[src/rtl/blk_oe_sequencer.sv]
// ============================================================================
// blk_oe_sequencer
//
// Readout sequencer that sits directly in front of the block multiplexer.
// Each rising edge of GO starts one block. A block is:
//   ARM      1 cycle         START pulse, which arms the downstream CRC
//   ROW      6*NSAMP cycles  one-hot active-low channel strobe per row, or a
//                            raw pass-through (DLOAD) for rows flagged by BCODE
//   TRAIL    TRAIL cycles    idle slots for the CRC/status trailer words
//   WAIT_CLR up to TMO       waits for the multiplexer's end-of-block clear
// If the clear does not arrive within TMO cycles, the block gives up, sets
// the sticky ERR_TMO flag and returns to IDLE on its own.
//
// Every output is a flop. The output flops are loaded from a decode of the
// *next* state, so each strobe lines up with the state it belongs to without
// a combinational path from any input to any output.
//
// Ports
//   CLK25    in   25 MHz readout clock, rising edge
//   clr_oec  in   asynchronous active-high clear (RST | end-of-block)
//   GO       in   block request level; a rising edge starts a block
//   BCODE    in   captured when a row starts; 1 = raw "B code" row
//   START    out  one-cycle CRC-arm pulse
//   OE_B     out  [5:0] active-low one-hot channel strobe, bit n = channel n
//   DLOAD    out  raw-data pass-through select
//   OECRC    out  high for the six cycles of the last row
//   BUSY     out  high whenever the sequencer is not idle
//   ERR_TMO  out  sticky: the end-of-block clear timed out
//   GO_OVR   out  sticky: a GO rising edge arrived while busy
// ============================================================================
module blk_oe_sequencer #(
    parameter int NSAMP = 8,   // sample rows per block, 1..255
    parameter int TRAIL = 4,   // trailer idle cycles after the last row
    parameter int TMO   = 64   // cycles allowed in WAIT_CLR, >= 2
) (
    input  logic       CLK25,
    input  logic       clr_oec,
    input  logic       GO,
    input  logic       BCODE,
    output logic       START,
    output logic [5:0] OE_B,
    output logic       DLOAD,
    output logic       OECRC,
    output logic       BUSY,
    output logic       ERR_TMO,
    output logic       GO_OVR
);

    // ------------------------------------------------------------------------
    // Counter sizing
    // ------------------------------------------------------------------------
    localparam int TMAX = (TRAIL > TMO) ? TRAIL : TMO;
    localparam int TCW  = $clog2(TMAX) + 1;

    localparam logic [7:0]     LAST_ROW   = 8'(NSAMP - 1);
    localparam logic [TCW-1:0] TRAIL_LAST = TCW'((TRAIL > 0) ? TRAIL - 1 : 0);
    localparam logic [TCW-1:0] TMO_LAST   = TCW'(TMO - 1);

    typedef enum logic [2:0] {
        IDLE     = 3'd0,
        ARM      = 3'd1,
        ROW      = 3'd2,
        TRAILER  = 3'd3,
        WAIT_CLR = 3'd4
    } state_t;

    // ------------------------------------------------------------------------
    // State and counters
    // ------------------------------------------------------------------------
    state_t         state_reg, state_next;
    logic [7:0]     row_reg,   row_next;
    logic [2:0]     chan_reg,  chan_next;
    logic [TCW-1:0] tcnt_reg,  tcnt_next;
    logic           bc_reg,    bc_next;
    logic           go_1_reg;
    logic           go_edge;

    // Output flops and their next values
    logic       start_reg,   start_next;
    logic [5:0] oe_b_reg,    oe_b_next;
    logic       dload_reg,   dload_next;
    logic       oecrc_reg,   oecrc_next;
    logic       busy_reg,    busy_next;
    logic       err_tmo_reg, err_tmo_next;
    logic       go_ovr_reg,  go_ovr_next;

    // Row decode of the next state, shared by the strobe generators
    logic in_row_next;
    logic strobe_en_next;

    assign go_edge = GO & ~go_1_reg;

    // ------------------------------------------------------------------------
    // Sequential part. clr_oec doubles as the end-of-block acknowledge, so it
    // must pull every strobe back to idle within the same cycle: all flops,
    // outputs included, reset asynchronously.
    // ------------------------------------------------------------------------
    always_ff @(posedge CLK25 or posedge clr_oec) begin
        if (clr_oec) begin
            state_reg   <= IDLE;
            row_reg     <= '0;
            chan_reg    <= 3'd1;
            tcnt_reg    <= '0;
            bc_reg      <= 1'b0;
            go_1_reg    <= 1'b0;
            start_reg   <= 1'b0;
            oe_b_reg    <= 6'h3F;
            dload_reg   <= 1'b0;
            oecrc_reg   <= 1'b0;
            busy_reg    <= 1'b0;
            err_tmo_reg <= 1'b0;
            go_ovr_reg  <= 1'b0;
        end else begin
            state_reg   <= state_next;
            row_reg     <= row_next;
            chan_reg    <= chan_next;
            tcnt_reg    <= tcnt_next;
            bc_reg      <= bc_next;
            go_1_reg    <= GO;
            start_reg   <= start_next;
            oe_b_reg    <= oe_b_next;
            dload_reg   <= dload_next;
            oecrc_reg   <= oecrc_next;
            busy_reg    <= busy_next;
            err_tmo_reg <= err_tmo_next;
            go_ovr_reg  <= go_ovr_next;
        end
    end

    // ------------------------------------------------------------------------
    // Next-state logic
    // ------------------------------------------------------------------------
    always_comb begin
        state_next   = state_reg;
        row_next     = row_reg;
        chan_next    = chan_reg;
        tcnt_next    = tcnt_reg;
        bc_next      = bc_reg;
        err_tmo_next = err_tmo_reg;
        go_ovr_next  = go_ovr_reg;

        // A request edge is only honoured from IDLE; anywhere else it is
        // recorded as an overrun and otherwise ignored.
        if (go_edge && (state_reg != IDLE)) begin
            go_ovr_next = 1'b1;
        end

        unique case (state_reg)
            IDLE: begin
                if (go_edge) begin
                    state_next = ARM;
                end
            end

            ARM: begin
                state_next = ROW;
                row_next   = '0;
                chan_next  = 3'd1;
                bc_next    = BCODE;
            end

            ROW: begin
                if (chan_reg == 3'd6) begin
                    if (row_reg == LAST_ROW) begin
                        tcnt_next  = '0;
                        state_next = (TRAIL == 0) ? WAIT_CLR : TRAILER;
                    end else begin
                        row_next  = row_reg + 8'd1;
                        chan_next = 3'd1;
                        bc_next   = BCODE;
                    end
                end else if (chan_reg >= 3'd1 && chan_reg <= 3'd5) begin
                    chan_next = chan_reg + 3'd1;
                end else begin
                    // chan 0 and 7 cannot occur in normal operation; treat a
                    // corrupted channel counter as a lost block.
                    state_next = IDLE;
                    chan_next  = 3'd1;
                end
            end

            TRAILER: begin
                if (tcnt_reg == TRAIL_LAST) begin
                    tcnt_next  = '0;
                    state_next = WAIT_CLR;
                end else begin
                    tcnt_next = tcnt_reg + 1'b1;
                end
            end

            WAIT_CLR: begin
                // Normal exit is the asynchronous clear; reaching the last
                // count means the multiplexer never acknowledged the block.
                if (tcnt_reg == TMO_LAST) begin
                    err_tmo_next = 1'b1;
                    tcnt_next    = '0;
                    state_next   = IDLE;
                end else begin
                    tcnt_next = tcnt_reg + 1'b1;
                end
            end

            default: begin
                state_next = IDLE;
            end
        endcase
    end

    // ------------------------------------------------------------------------
    // Output decode from the next state. Since the flops load these values on
    // the same edge that the state register moves, each strobe is valid for
    // exactly the cycles its state is occupied.
    // ------------------------------------------------------------------------
    always_comb begin
        in_row_next    = (state_next == ROW) &&
                         (chan_next >= 3'd1) && (chan_next <= 3'd6);
        strobe_en_next = in_row_next && !bc_next;
        start_next     = (state_next == ARM);
        dload_next     = in_row_next && bc_next;
        // The last row is the only one carrying the CRC marker; ARM never
        // satisfies in_row_next, so START and OECRC cannot overlap.
        oecrc_next     = in_row_next && (row_next == LAST_ROW);
        busy_next      = (state_next != IDLE);
    end

    // One active-low strobe per ADC channel; chan counts 1..6 for bits 0..5.
    genvar gi;
    generate
        for (gi = 0; gi < 6; gi++) begin : g_oe_b
            assign oe_b_next[gi] = ~(strobe_en_next && (chan_next == 3'(gi + 1)));
        end
    endgenerate

    // ------------------------------------------------------------------------
    // Ports
    // ------------------------------------------------------------------------
    assign START   = start_reg;
    assign OE_B    = oe_b_reg;
    assign DLOAD   = dload_reg;
    assign OECRC   = oecrc_reg;
    assign BUSY    = busy_reg;
    assign ERR_TMO = err_tmo_reg;
    assign GO_OVR  = go_ovr_reg;

endmodule

[config.mk]
export PLATFORM = sky130hd
export DESIGN_NAME = blk_oe_sequencer
export DESIGN_NICKNAME = d
export VERILOG_FILES = /design/src/rtl/blk_oe_sequencer.sv
export SDC_FILE = /design/constraint.sdc
export NUM_CORES = 1
export LEC_CHECK = 0
export ABC_AREA = 1
export CAP_MARGIN = 20
export CORE_MARGIN = 1
export CORE_UTILIZATION = 50
export DETAILED_ROUTE_END_ITERATION = 10
export PLACE_DENSITY = 0.79
export SLEW_MARGIN = 20
export SYNTH_ARGS = -nofsm -noshare
export SYNTH_HDL_FRONTEND = slang
export SYNTH_SLANG_ARGS = --single-unit
export TNS_END_PERCENT = 100
[constraint.sdc]
create_clock -name CLK25 -period 2.1 [get_ports CLK25]
set_input_delay 0.525 -clock CLK25 [delete_from_list [all_inputs] [get_ports CLK25]]
set_output_delay 0.525 -clock CLK25 [all_outputs]
set_load 0.03 [all_outputs]
==> impl_table.tex, run 1 <==
\begin{tabular}{lr}
\hline
Metric & Value \\
\hline
\multicolumn{2}{l}{\textbf{Outcome}} \\
\quad Status & finished clean \\
\multicolumn{2}{l}{\textbf{Drt}} \\
\quad Residual DRC count & 0 \\
\quad Total Wirelength & 3.69 mm \\
\quad Post-DR vias/cell & 5.07 \\
\quad Vias after detailed routing & 1,576 \\
\quad Mean routed wirelength per cell & 11.9 um \\
\quad Total iterations of the first detailed-routing run & 6 \\
\quad Remaining antenna violation count & 0 \\
\quad Detailed router's first-iteration violation count & 97 \\
\multicolumn{2}{l}{\textbf{Synth}} \\
\quad Number of warning messages in the yosys log & 0 \\
\quad Synthesized Nets & 247 \\
\quad Post-synthesis area per instance & 8.49 sq um \\
\quad Number of cells produced by synthesis & 238 \\
\quad Number of distinct standard cells referenced by the synthesized netlist & 32 \\
\quad Portion of the post-synthesis area used by sequential elements & 43.8\% \\
\quad Count of state elements after synthesis & 35 \\
\quad Netlist area before placement & 2020 sq um \\
\multicolumn{2}{l}{\textbf{Timing}} \\
\quad Hold Worst Slack & 460 ps \\
\quad Total count of max-transition violations in the final report & 0 \\
\quad Final count of hold timing violations & 0 \\
\quad Achievable frequency & 504 MHz \\
\quad Minimum clock period & 1990 ps \\
\quad Setup total negative slack & 0 ps \\
\quad Least-Margin Pin Slew & 422 ps \\
\quad Worst-case clock skew & 10.3 ps \\
\quad Setup-failing EPs final & 0 \\
\quad Worst max-slew margin expressed relative to the limit & 71.9\% \\
\quad Setup repair after global routing missed its margin & no \\
\quad Portion of the clock cycle consumed by the worst path in the final layout & 94.5\% \\
\multicolumn{2}{l}{\textbf{Layout}} \\
\quad Ant. Diodes & 0 \\
\quad Count of fill cells added during filler insertion & 316 \\
\quad Post-layout nets & 271 \\
\quad Final Cell Area & 2330 sq um \\
\quad Fraction of layout cells with a size suffix above 1 & 23.2\% \\
\quad Growth of design area from synthesis to finish & 15.6\% \\
\quad Largest register FFs & 8 \\
\multicolumn{2}{l}{\textbf{Floorplanning}} \\
\quad Effective utilization at floorplan & 53.6\% \\
\quad Number of top-level pins & 16 \\
\quad DIE AREA & 4300 sq um \\
\quad Die Span Y & 65.6 um \\
\quad Area of the placeable core & 3770 sq um \\
\quad \# rows & 22 \\
\quad Die Span X & 65.6 um \\
\multicolumn{2}{l}{\textbf{Placed design}} \\
\quad Quantity of I/O buffers inserted on ports & 15 \\
\quad Final Wtd Congestion & 0.829 \\
\quad HPWL after DPL & 2.79 mm \\
\quad Cell area after placement & 2240 sq um \\
\multicolumn{2}{l}{\textbf{Global route}} \\
\quad Number of global-route vias before repair & 1,570 \\
\quad Pin count of the biggest net entering global routing & 36 \\
\quad First-pass GRT wire length & 6.59 mm \\
\quad GRT Util Overall & 20.4\% \\
\quad Number of antenna violations at the first check in global routing & 0 \\
\quad GRT Residual Overflow & 0 \\
\multicolumn{2}{l}{\textbf{Run}} \\
\quad Count of max-cap constraint violations & 0 \\
\multicolumn{2}{l}{\textbf{Worst setup path}} \\
\quad CP Max Fanout & 1 \\
\quad Crit-path max cell delay & 660 ps \\
\quad Classification of the worst setup path & flip-flop to output port \\
\quad Required time of the critical path & 1570 ps \\
\quad Slowest stage cell on the critical path & sky130\_fd\_sc\_hd\_\_clkdlybuf4s50\_1 \\
\quad Buffers and inverters on the worst path & 1 \\
\quad Critical path cell sequence & clkdlybuf4s50\_1 \\
\quad Arrival time at the worst endpoint & 1460 ps \\
\quad Critical path's top delay family & buffers and inverters \\
\quad Critical Path Sink Type & output port \\
\quad Type of element launching the critical path & flip-flop \\
\multicolumn{2}{l}{\textbf{CTS}} \\
\quad TritonCTS buffer count & 5 \\
\quad CTS tree & done \\
\quad Source-to-sink clock delay at the later pin of the worst-skew pair & 280 ps \\
\quad Clk Tree Root Cell & sky130\_fd\_sc\_hd\_\_clkbuf\_8 \\
\quad Post-CTS setup-driven buffer insertion count & 0 \\
\quad Maximum clock path buffer count & 2 \\
\quad CTS sink count & 35 \\
\quad Maximum level of the CTS H-tree & 2 \\
\quad Clock transition at path regs & 70 ps \\
\multicolumn{2}{l}{\textbf{Worst hold path}} \\
\quad Class of the worst hold path & flip-flop to flip-flop \\
\multicolumn{2}{l}{\textbf{Pwr}} \\
\quad VDD IR-drop max & 512 uV \\
\quad Power Density & 510 nW/um\^{}2 \\
\quad Static leakage & 1.13 nW \\
\hline
\end{tabular}
metrics by stage:
step / power [mW] / setup slack [ps] / utilization [%] / instances
after floorplan: 0.702 / 270 / - / 238
after global placement: 0.714 / 194 / 59.4 / 303
after detailed placement: 0.715 / 146 / 59.4 / 303
after CTS: 1.21 / 106 / 61.8 / 311
after global routing: 1.24 / 33.4 / 61.9 / 311
final: 1.19 / 115 / 61.9 / 311
cell usage in the layout, fill, tap and decap left out, types with 6 or more instances in the layout:
cell                              instances
sky130_fd_sc_hd__clkdlybuf4s50_1         15
sky130_fd_sc_hd__nand2_1                 53
sky130_fd_sc_hd__dfrtp_1                 27
sky130_fd_sc_hd__nor2_1                  23
sky130_fd_sc_hd__dfstp_2                  7
sky130_fd_sc_hd__inv_2                    7
sky130_fd_sc_hd__nand2_2                 10
sky130_fd_sc_hd__inv_1                   28
sky130_fd_sc_hd__nand4_1                 11
sky130_fd_sc_hd__o21ai_1                  7
sky130_fd_sc_hd__nand3_1                 12
sky130_fd_sc_hd__clkbuf_8                 6
final cells by class:
| type | count | area [sq um] | share of cell area, % |
|---|---|---|---|
| Multi-Input combinational cell | 166 | 983 | 42.1 |
| Timing Repair Buffer | 18 | 173 | 7.40 |
| Clock buffer | 7 | 86.3 | 3.70 |
| Clock inverter | 1 | 5.00 | 0.214 |
| Sequential cell | 35 | 886 | 38.0 |
| Tap cell | 48 | 60.1 | 2.57 |
| Inverter | 36 | 140 | 6.01 |
power breakdown:
group          switching, mW  internal, mW
sequential          0.000510         0.677
combinational         0.0168       0.00724
clock                  0.225         0.264
what timing repair did:
| item | in CTS | in global routing |
|---|---|---|
| resized for setup | 0 | 1 |
| hold buffers | 0 | 0 |
| setup endpoints to repair | 0 | 1 |
layer usage:
| metal | wire (um) | global-route usage [%] |
|---|---|---|
| met4 | 56 | 8.15 |
| met5 | 0 | 0 |
| met2 | 1770 | 33.1 |
| met1 | 1750 | 25.8 |
| met3 | 117 | 5.21 |
cell usage after synthesis (all sizes together):
library cell,n,area [sq um]
buf,1,11.3
a21oi,5,25.0
dfrtp,28,701
clkinv,1,8.76
nor3,8,76.3
nand3,17,110
nand3b,1,11.3
o21ai,12,82.6
xnor2,2,17.5
dfstp,7,184
or2,1,8.76
nand4,11,68.8
o22ai,1,6.26
inv,35,131
a31o,1,8.76
a2bb2oi,1,8.76
a21o,3,22.5
xor2,3,26.3
nand2,65,284
ha,5,62.6
nor2,30,164
path summary, 6_finish.rpt:
kind / cells after the start / slack, ps / endpoint / from
min in group asynchronous: 3 / 640 / OECRC / clr_oec
worst min register to register: 1 / 460 / ERR_TMO / ERR_TMO
worst max register to register: 12 / 170 / OECRC / chan_reg[0]
max in group asynchronous: 3 / 1130 / OE_B[2] / clr_oec
worst max-delay path: 1 / 110 / OE_B[1] / OE_B[1]
worst min-delay path: 1 / 460 / ERR_TMO / ERR_TMO
logic make-up after synthesis:
logic type               Yosys count  share of synthesized area, %
flip-flops                        35                          43.8
AND/OR/NAND/NOR                  133                          35.8
XOR/XNOR                           5                          2.17
adder cells (fa/ha/maj)            5                          3.10
buffers and inverters             37                          7.50
AO/OA/AOI/OAI                     23                          7.62
Power figures use the tool's default switching activity.
==> run 2, diff against run 1 <==
Settings changed: CORE_MARGIN 1 to 4, CTS_CLUSTER_SIZE set to 25, SETUP_SLACK_MARGIN set to 0.15.
==> impl_table.tex, run 2 (same netlist as run 1, synthesis figures left out) <==
\begin{tabular}{lr}
\hline
Metric & Value \\
\hline
\multicolumn{2}{l}{\textbf{Drt}} \\
\quad Mean routed wirelength per cell & 12.1 um \\
\quad Residual DRC count & 0 \\
\quad Vias after detailed routing & 1,603 \\
\quad Total iterations of the first detailed-routing run & 4 \\
\quad Total Wirelength & 3.79 mm \\
\quad Post-DR vias/cell & 5.14 \\
\quad Detailed router's first-iteration violation count & 50 \\
\quad Remaining antenna violation count & 0 \\
\multicolumn{2}{l}{\textbf{Placed design}} \\
\quad HPWL after DPL & 2.76 mm \\
\quad Cell area after placement & 2240 sq um \\
\quad Quantity of I/O buffers inserted on ports & 15 \\
\quad Final Wtd Congestion & 0.831 \\
\quad Post-Place Cells & 303 \\
\multicolumn{2}{l}{\textbf{CTS}} \\
\quad Clock transition at path regs & 70 ps \\
\quad TritonCTS buffer count & 5 \\
\quad Number of hold-repair buffers added at the cts stage & 0 \\
\quad Source-to-sink clock delay at the later pin of the worst-skew pair & 280 ps \\
\quad CTS sink count & 35 \\
\quad Maximum clock path buffer count & 2 \\
\quad Clk Tree Root Cell & sky130\_fd\_sc\_hd\_\_clkbuf\_8 \\
\quad CTS tree & done \\
\quad Maximum level of the CTS H-tree & 2 \\
\multicolumn{2}{l}{\textbf{Timing}} \\
\quad Setup-failing EPs final & 0 \\
\quad Least-Margin Pin Slew & 423 ps \\
\quad Total count of max-transition violations in the final report & 0 \\
\quad Hold Worst Slack & 460 ps \\
\quad Achievable frequency & 539 MHz \\
\quad Final count of hold timing violations & 0 \\
\quad Worst max-slew margin expressed relative to the limit & 71.8\% \\
\quad Minimum clock period & 1850 ps \\
\quad Worst-case clock skew & 4.74 ps \\
\quad Setup total negative slack & 0 ps \\
\quad Setup repair after global routing missed its margin & yes \\
\quad Portion of the clock cycle consumed by the worst path in the final layout & 88.3\% \\
\multicolumn{2}{l}{\textbf{Worst setup path}} \\
\quad Setup slack of the most critical reg-to-reg path & 250 ps \\
\quad Crit path top cell by count & sky130\_fd\_sc\_hd\_\_nor2\_1 \\
\quad Crit-path max cell delay & 530 ps \\
\quad Classification of the worst setup path & flip-flop to flip-flop \\
\quad CP Max Fanout & 5 \\
\quad Critical path cell sequence & inv\_1, ha\_2, nand2\_2, buf\_6, nor2\_1, xor2\_1, nor2\_1, nor2\_1, nand2\_1, nor2\_2, nand3\_2, nor2\_1 \\
\quad Worst flop-to-flop path endpoint & OECRC \\
\quad Required time of the critical path & 2320 ps \\
\quad Slowest stage cell on the critical path & sky130\_fd\_sc\_hd\_\_dfstp\_2 \\
\quad Critical Path Sink Type & flip-flop \\
\quad Startpoint of the worst-slack reg-to-reg timing path & chan\_reg[0] \\
\quad Type of element launching the critical path & flip-flop \\
\quad Number of cell instances on the worst register-to-register path & 12 \\
\quad Arrival time at the worst endpoint & 2070 ps \\
\multicolumn{2}{l}{\textbf{Global route}} \\
\quad Number of global-route vias before repair & 1,539 \\
\quad Number of antenna violations at the first check in global routing & 0 \\
\quad Pin count of the biggest net entering global routing & 36 \\
\quad First-pass GRT wire length & 6.81 mm \\
\quad GRT Util Overall & 16.6\% \\
\quad GRT Residual Overflow & 0 \\
\multicolumn{2}{l}{\textbf{Layout}} \\
\quad Post-layout nets & 272 \\
\quad Area of combinational cells with multiple inputs & 1020 sq um \\
\quad Leading cell type in the layout, fill and taps excluded & sky130\_fd\_sc\_hd\_\_nand2\_1 \\
\quad Fraction of layout cells with a size suffix above 1 & 25.8\% \\
\quad Final Cell Area & 2360 sq um \\
\quad Ant. Diodes & 0 \\
\quad Most frequent cells in the layout & sky130\_fd\_sc\_hd\_\_nand2\_1, sky130\_fd\_sc\_hd\_\_dfrtp\_1, sky130\_fd\_sc\_hd\_\_inv\_1 \\
\quad Final cell count without fillers & 312 \\
\quad Largest register FFs & 8 \\
\quad Count of fill cells added during filler insertion & 324 \\
\quad Growth of design area from synthesis to finish & 16.9\% \\
\quad Sequential cell area & 886 sq um \\
\multicolumn{2}{l}{\textbf{Floorplanning}} \\
\quad Number of top-level pins & 16 \\
\quad \# rows & 22 \\
\quad Die Span Y & 71.6 um \\
\quad Effective utilization at floorplan & 53.6\% \\
\quad DIE AREA & 5120 sq um \\
\quad Die Span X & 71.6 um \\
\quad Area of the placeable core & 3770 sq um \\
\multicolumn{2}{l}{\textbf{Outcome}} \\
\quad Status & finished clean \\
\multicolumn{2}{l}{\textbf{Worst hold path}} \\
\quad Class of the worst hold path & flip-flop to flip-flop \\
\quad Hold Path Stages & 1 \\
\quad Endpoint of the worst hold-timing path & ERR\_TMO \\
\quad Origin of the worst min-delay path & ERR\_TMO \\
\multicolumn{2}{l}{\textbf{Pwr}} \\
\quad Static leakage & 1.12 nW \\
\quad Power Density & 491 nW/um\^{}2 \\
\quad VDD IR-drop max & 407 uV \\
\multicolumn{2}{l}{\textbf{Run}} \\
\quad Count of max-cap constraint violations & 0 \\
\hline
\end{tabular}
## run 2: timing repair
| item | in CTS | in global routing |
|---|---|---|
| pin swaps | 0 | 6 |
| resized for setup | 6 | 11 |
| setup buffers | 0 | 1 |
| endpoints found under the setup margin | 6 | 8 |
## run 2: layer usage
metal,part of all wire (%),GRT usage (%)
met1,46,21.5
met5,0,0
met4,1.3,5.64
met2,49,27.0
met3,3.7,4.07
## run 2: worst max path at each step
stage / to / startpoint / cells past startpoint
final: OECRC / chan_reg[0] / 12
after detailed placement: DLOAD / GO / 9
after global routing: OECRC / chan_reg[0] / 12
after CTS: OECRC / chan_reg[1] / 12
after floorplan: DLOAD / chan_reg[0] / 12
after global placement: DLOAD / GO / 9
## run 2: layout make-up
cell class	instances	area share (%)
clock buffers	7	3.23
clock inverters	1	0.212
inverters	36	5.94
flip-flops and latches	35	37.5
repair buffers	19	7.47
well taps	48	2.54
multi-input cells	166	43.1
## run 2: per-stage QoR
stage | total power [mW] | setup slack, ps | util, %
6_report | 1.16 | 246 | 62.6
3_5_place_dp | 0.715 | 181 | 59.4
2_1_floorplan | 0.702 | 270 | -
5_1_grt | 1.21 | 107 | 62.6
4_1_cts | 1.17 | 200 | 61.4
3_3_place_gp | 0.714 | 194 | 59.4
## run 2: power by group
group | internal (mW) | leakage [nW] | switching [mW] | total, mW
Sequential | 0.677 | 0.413 | 0.000453 | 0.677
Combinational | 0.00726 | 0.669 | 0.0171 | 0.0243
Clock | 0.232 | 0.0422 | 0.225 | 0.457
## run 2: critical path: cells and delay by family (launching register included)
kind / cells / cell delay, ps
adder cells (fa/ha/maj): 1 / 170
XOR/XNOR: 1 / 140
buffers and inverters: 2 / 190
flip-flops: 1 / 530
AND/OR/NAND/NOR: 8 / 760
==> run 3, diff against run 2 <==
==> constraint.sdc (replaced) <==
create_clock -name CLK25 -period 2.1 [get_ports CLK25]
set_input_delay 0.42 -clock CLK25 [delete_from_list [all_inputs] [get_ports CLK25]]
set_output_delay 0.42 -clock CLK25 [all_outputs]
set_load 0.03 [all_outputs]
==> impl_table.tex, run 3 (same netlist as run 1, synthesis figures left out) <==
\begin{tabular}{lr}
\hline
Metric & Value \\
\hline
\multicolumn{2}{l}{\textbf{Placed design}} \\
\quad HPWL after DPL & 2.79 mm \\
\quad Quantity of I/O buffers inserted on ports & 15 \\
\quad Final Wtd Congestion & 0.860 \\
\quad Worst Setup Slack post-DPL & 87.9 ps \\
\multicolumn{2}{l}{\textbf{Worst setup path}} \\
\quad Critical Path Sink Type & output port \\
\quad Worst flop-to-flop path endpoint & OECRC \\
\quad Crit-path max cell delay & 670 ps \\
\quad Buffers and inverters on the worst path & 1 \\
\quad Critical path's top delay family & buffers and inverters \\
\quad Arrival time at the worst endpoint & 1480 ps \\
\quad Critical path cell sequence & clkdlybuf4s50\_1 \\
\quad Required time of the critical path & 1680 ps \\
\quad Slowest stage cell on the critical path & sky130\_fd\_sc\_hd\_\_clkdlybuf4s50\_1 \\
\quad Classification of the worst setup path & flip-flop to output port \\
\quad Number of cell instances on the worst register-to-register path & 12 \\
\quad Startpoint of the worst-slack reg-to-reg timing path & chan\_reg[0] \\
\quad Setup slack of the most critical reg-to-reg path & 230 ps \\
\quad CP Max Fanout & 1 \\
\quad Type of element launching the critical path & flip-flop \\
\multicolumn{2}{l}{\textbf{Layout}} \\
\quad Fraction of layout cells with a size suffix above 1 & 28.8\% \\
\quad Post-layout nets & 275 \\
\quad Leading cell type in the layout, fill and taps excluded & sky130\_fd\_sc\_hd\_\_nand2\_1 \\
\quad Ant. Diodes & 0 \\
\quad Most frequent cells in the layout & sky130\_fd\_sc\_hd\_\_nand2\_1, sky130\_fd\_sc\_hd\_\_dfrtp\_1, sky130\_fd\_sc\_hd\_\_inv\_1 \\
\quad Final standard cell utilization of the core & 65.0\% \\
\quad Count of fill cells added during filler insertion & 270 \\
\quad Largest register FFs & 8 \\
\quad Growth of design area from synthesis to finish & 21.4\% \\
\multicolumn{2}{l}{\textbf{Drt}} \\
\quad Total iterations of the first detailed-routing run & 4 \\
\quad Remaining antenna violation count & 0 \\
\quad Total Wirelength & 4.03 mm \\
\quad Detailed router's first-iteration violation count & 101 \\
\quad Post-DR vias/cell & 5.23 \\
\quad Residual DRC count & 0 \\
\quad Mean routed wirelength per cell & 12.8 um \\
\quad Vias after detailed routing & 1,648 \\
\multicolumn{2}{l}{\textbf{Timing}} \\
\quad Worst-case clock skew & 6.55 ps \\
\quad Portion of the clock cycle consumed by the worst path in the final layout & 90.4\% \\
\quad PnR worst setup slack & 201 ps \\
\quad Total count of max-transition violations in the final report & 0 \\
\quad Hold Worst Slack & 464 ps \\
\quad Setup total negative slack & 0 ps \\
\quad Minimum clock period & 1900 ps \\
\quad Worst max-slew margin expressed relative to the limit & 71.6\% \\
\quad Achievable frequency & 527 MHz \\
\quad Setup-failing EPs final & 0 \\
\quad Setup repair after global routing missed its margin & yes \\
\quad Final count of hold timing violations & 0 \\
\quad Least-Margin Pin Slew & 426 ps \\
\multicolumn{2}{l}{\textbf{Floorplanning}} \\
\quad \# rows & 22 \\
\quad DIE AREA & 5120 sq um \\
\quad Die Span X & 71.6 um \\
\quad Number of top-level pins & 16 \\
\quad Effective utilization at floorplan & 53.6\% \\
\quad Area of the placeable core & 3770 sq um \\
\quad Die Span Y & 71.6 um \\
\multicolumn{2}{l}{\textbf{CTS}} \\
\quad Maximum clock path buffer count & 2 \\
\quad CTS sink count & 35 \\
\quad Clock transition at path regs & 70 ps \\
\quad TritonCTS buffer count & 5 \\
\quad Number of hold-repair buffers added at the cts stage & 0 \\
\quad Source-to-sink clock delay at the later pin of the worst-skew pair & 290 ps \\
\quad Maximum level of the CTS H-tree & 2 \\
\quad Clk Tree Root Cell & sky130\_fd\_sc\_hd\_\_clkbuf\_8 \\
\quad CTS tree & done \\
\multicolumn{2}{l}{\textbf{Global route}} \\
\quad GRT Util Overall & 17.0\% \\
\quad Number of antenna violations at the first check in global routing & 0 \\
\quad Pin count of the biggest net entering global routing & 36 \\
\quad First-pass GRT wire length & 7.02 mm \\
\quad GRT Residual Overflow & 0 \\
\quad Number of global-route vias before repair & 1,597 \\
\multicolumn{2}{l}{\textbf{Run}} \\
\quad Count of max-cap constraint violations & 0 \\
\multicolumn{2}{l}{\textbf{Outcome}} \\
\quad Status & finished clean \\
\multicolumn{2}{l}{\textbf{Pwr}} \\
\quad VDD IR-drop max & 498 uV \\
\quad Power Density & 503 nW/um\^{}2 \\
\quad Static leakage & 1.17 nW \\
\multicolumn{2}{l}{\textbf{Worst hold path}} \\
\quad Endpoint of the worst hold-timing path & ERR\_TMO \\
\quad Hold Path Stages & 1 \\
\quad Class of the worst hold path & flip-flop to flip-flop \\
\quad Origin of the worst min-delay path & ERR\_TMO \\
\hline
\end{tabular}
run 3: changes by cell type in the layout (fill, tap and decap cells not counted), moves of 2 or more:
cell                              before  now
sky130_fd_sc_hd__nor3_4                3    1
sky130_fd_sc_hd__nand2_1              53   50
sky130_fd_sc_hd__buf_4                 3    6
sky130_fd_sc_hd__nor3_2                3    5
sky130_fd_sc_hd__ha_4                  0    2
sky130_fd_sc_hd__dlygate4sd2_1         6    0
sky130_fd_sc_hd__clkbuf_8              5    7
sky130_fd_sc_hd__clkdlybuf4s50_1       9   15
sky130_fd_sc_hd__nand3_2               7    5
sky130_fd_sc_hd__nand2_2              10   12
run 3: worst reg2reg max path, stage by stage, from the launching register on:
cell and delay (ps):
sky130_fd_sc_hd__dfstp_2 570, sky130_fd_sc_hd__inv_2 60, sky130_fd_sc_hd__ha_4 160, sky130_fd_sc_hd__nand2_4 100, sky130_fd_sc_hd__nand2_1 70, sky130_fd_sc_hd__nor2_1 130, sky130_fd_sc_hd__nand2_1 90, sky130_fd_sc_hd__nand2_2 130
sky130_fd_sc_hd__nand3_4 100, sky130_fd_sc_hd__nor2_4 170, sky130_fd_sc_hd__nor2_8 70, sky130_fd_sc_hd__nand2_2 70, sky130_fd_sc_hd__nor2_1 50
run 3: worst max-delay path by stage:
| stage | cells after the start | slack (ps) | from | to |
|---|---|---|---|---|
| detailed placement | 12 | 90 | chan_reg[0] | OECRC |
| floorplan | 12 | 270 | chan_reg[0] | DLOAD |
| global route | 11 | 110 | chan_reg[0] | DLOAD |
| global placement | 12 | 180 | chan_reg[0] | DLOAD |
| CTS | 13 | 170 | chan_reg[0] | OECRC |
| finish | 1 | 200 | OE_B[5] | OE_B[5] |
run 3: metal layers:
metal  vias up  global-route usage, %  share of wire, %
met4         0                   4.38               1.5
met5         -                      0                 0
li1        818                      -                 -
met2        44                   28.7                49
met3         5                   4.07               4.4
met1       781                   21.9                45
run 3: stage by stage:
stage,total power [mW],instances,instance area (sq um)
after floorplan,0.702,238,2020
after global placement,0.714,301,2230
after detailed placement,0.715,301,2230
after CTS,1.24,309,2330
after global routing,1.28,315,2450
final,1.23,315,2450
run 3: area by class of cell:
type	count	area (sq um)	area share [%]
multi-input combinational	166	1050	42.9
clock buffer	8	100	4.08
tap	48	60.1	2.45
timing repair buffer	22	215	8.78
sequential	35	886	36.1
inverter	36	140	5.71
run 3: power breakdown:
part / total, mW / switching [mW] / internal (mW)
logic: 0.0242 / 0.0169 / 0.00723
registers: 0.677 / 0.000465 / 0.677
clock network: 0.532 / 0.233 / 0.299
total: 1.23 / 0.250 / 0.983
run 3: timing repair:
| item | in CTS | in global routing |
|---|---|---|
| buffers inserted | 0 | 6 |
| gates resized for setup | 2 | 16 |
| hold endpoints to repair | 0 | 0 |
| cloned | 0 | 0 |
| setup endpoints to repair | 4 | 14 |
| pin swaps | 0 | 12 |
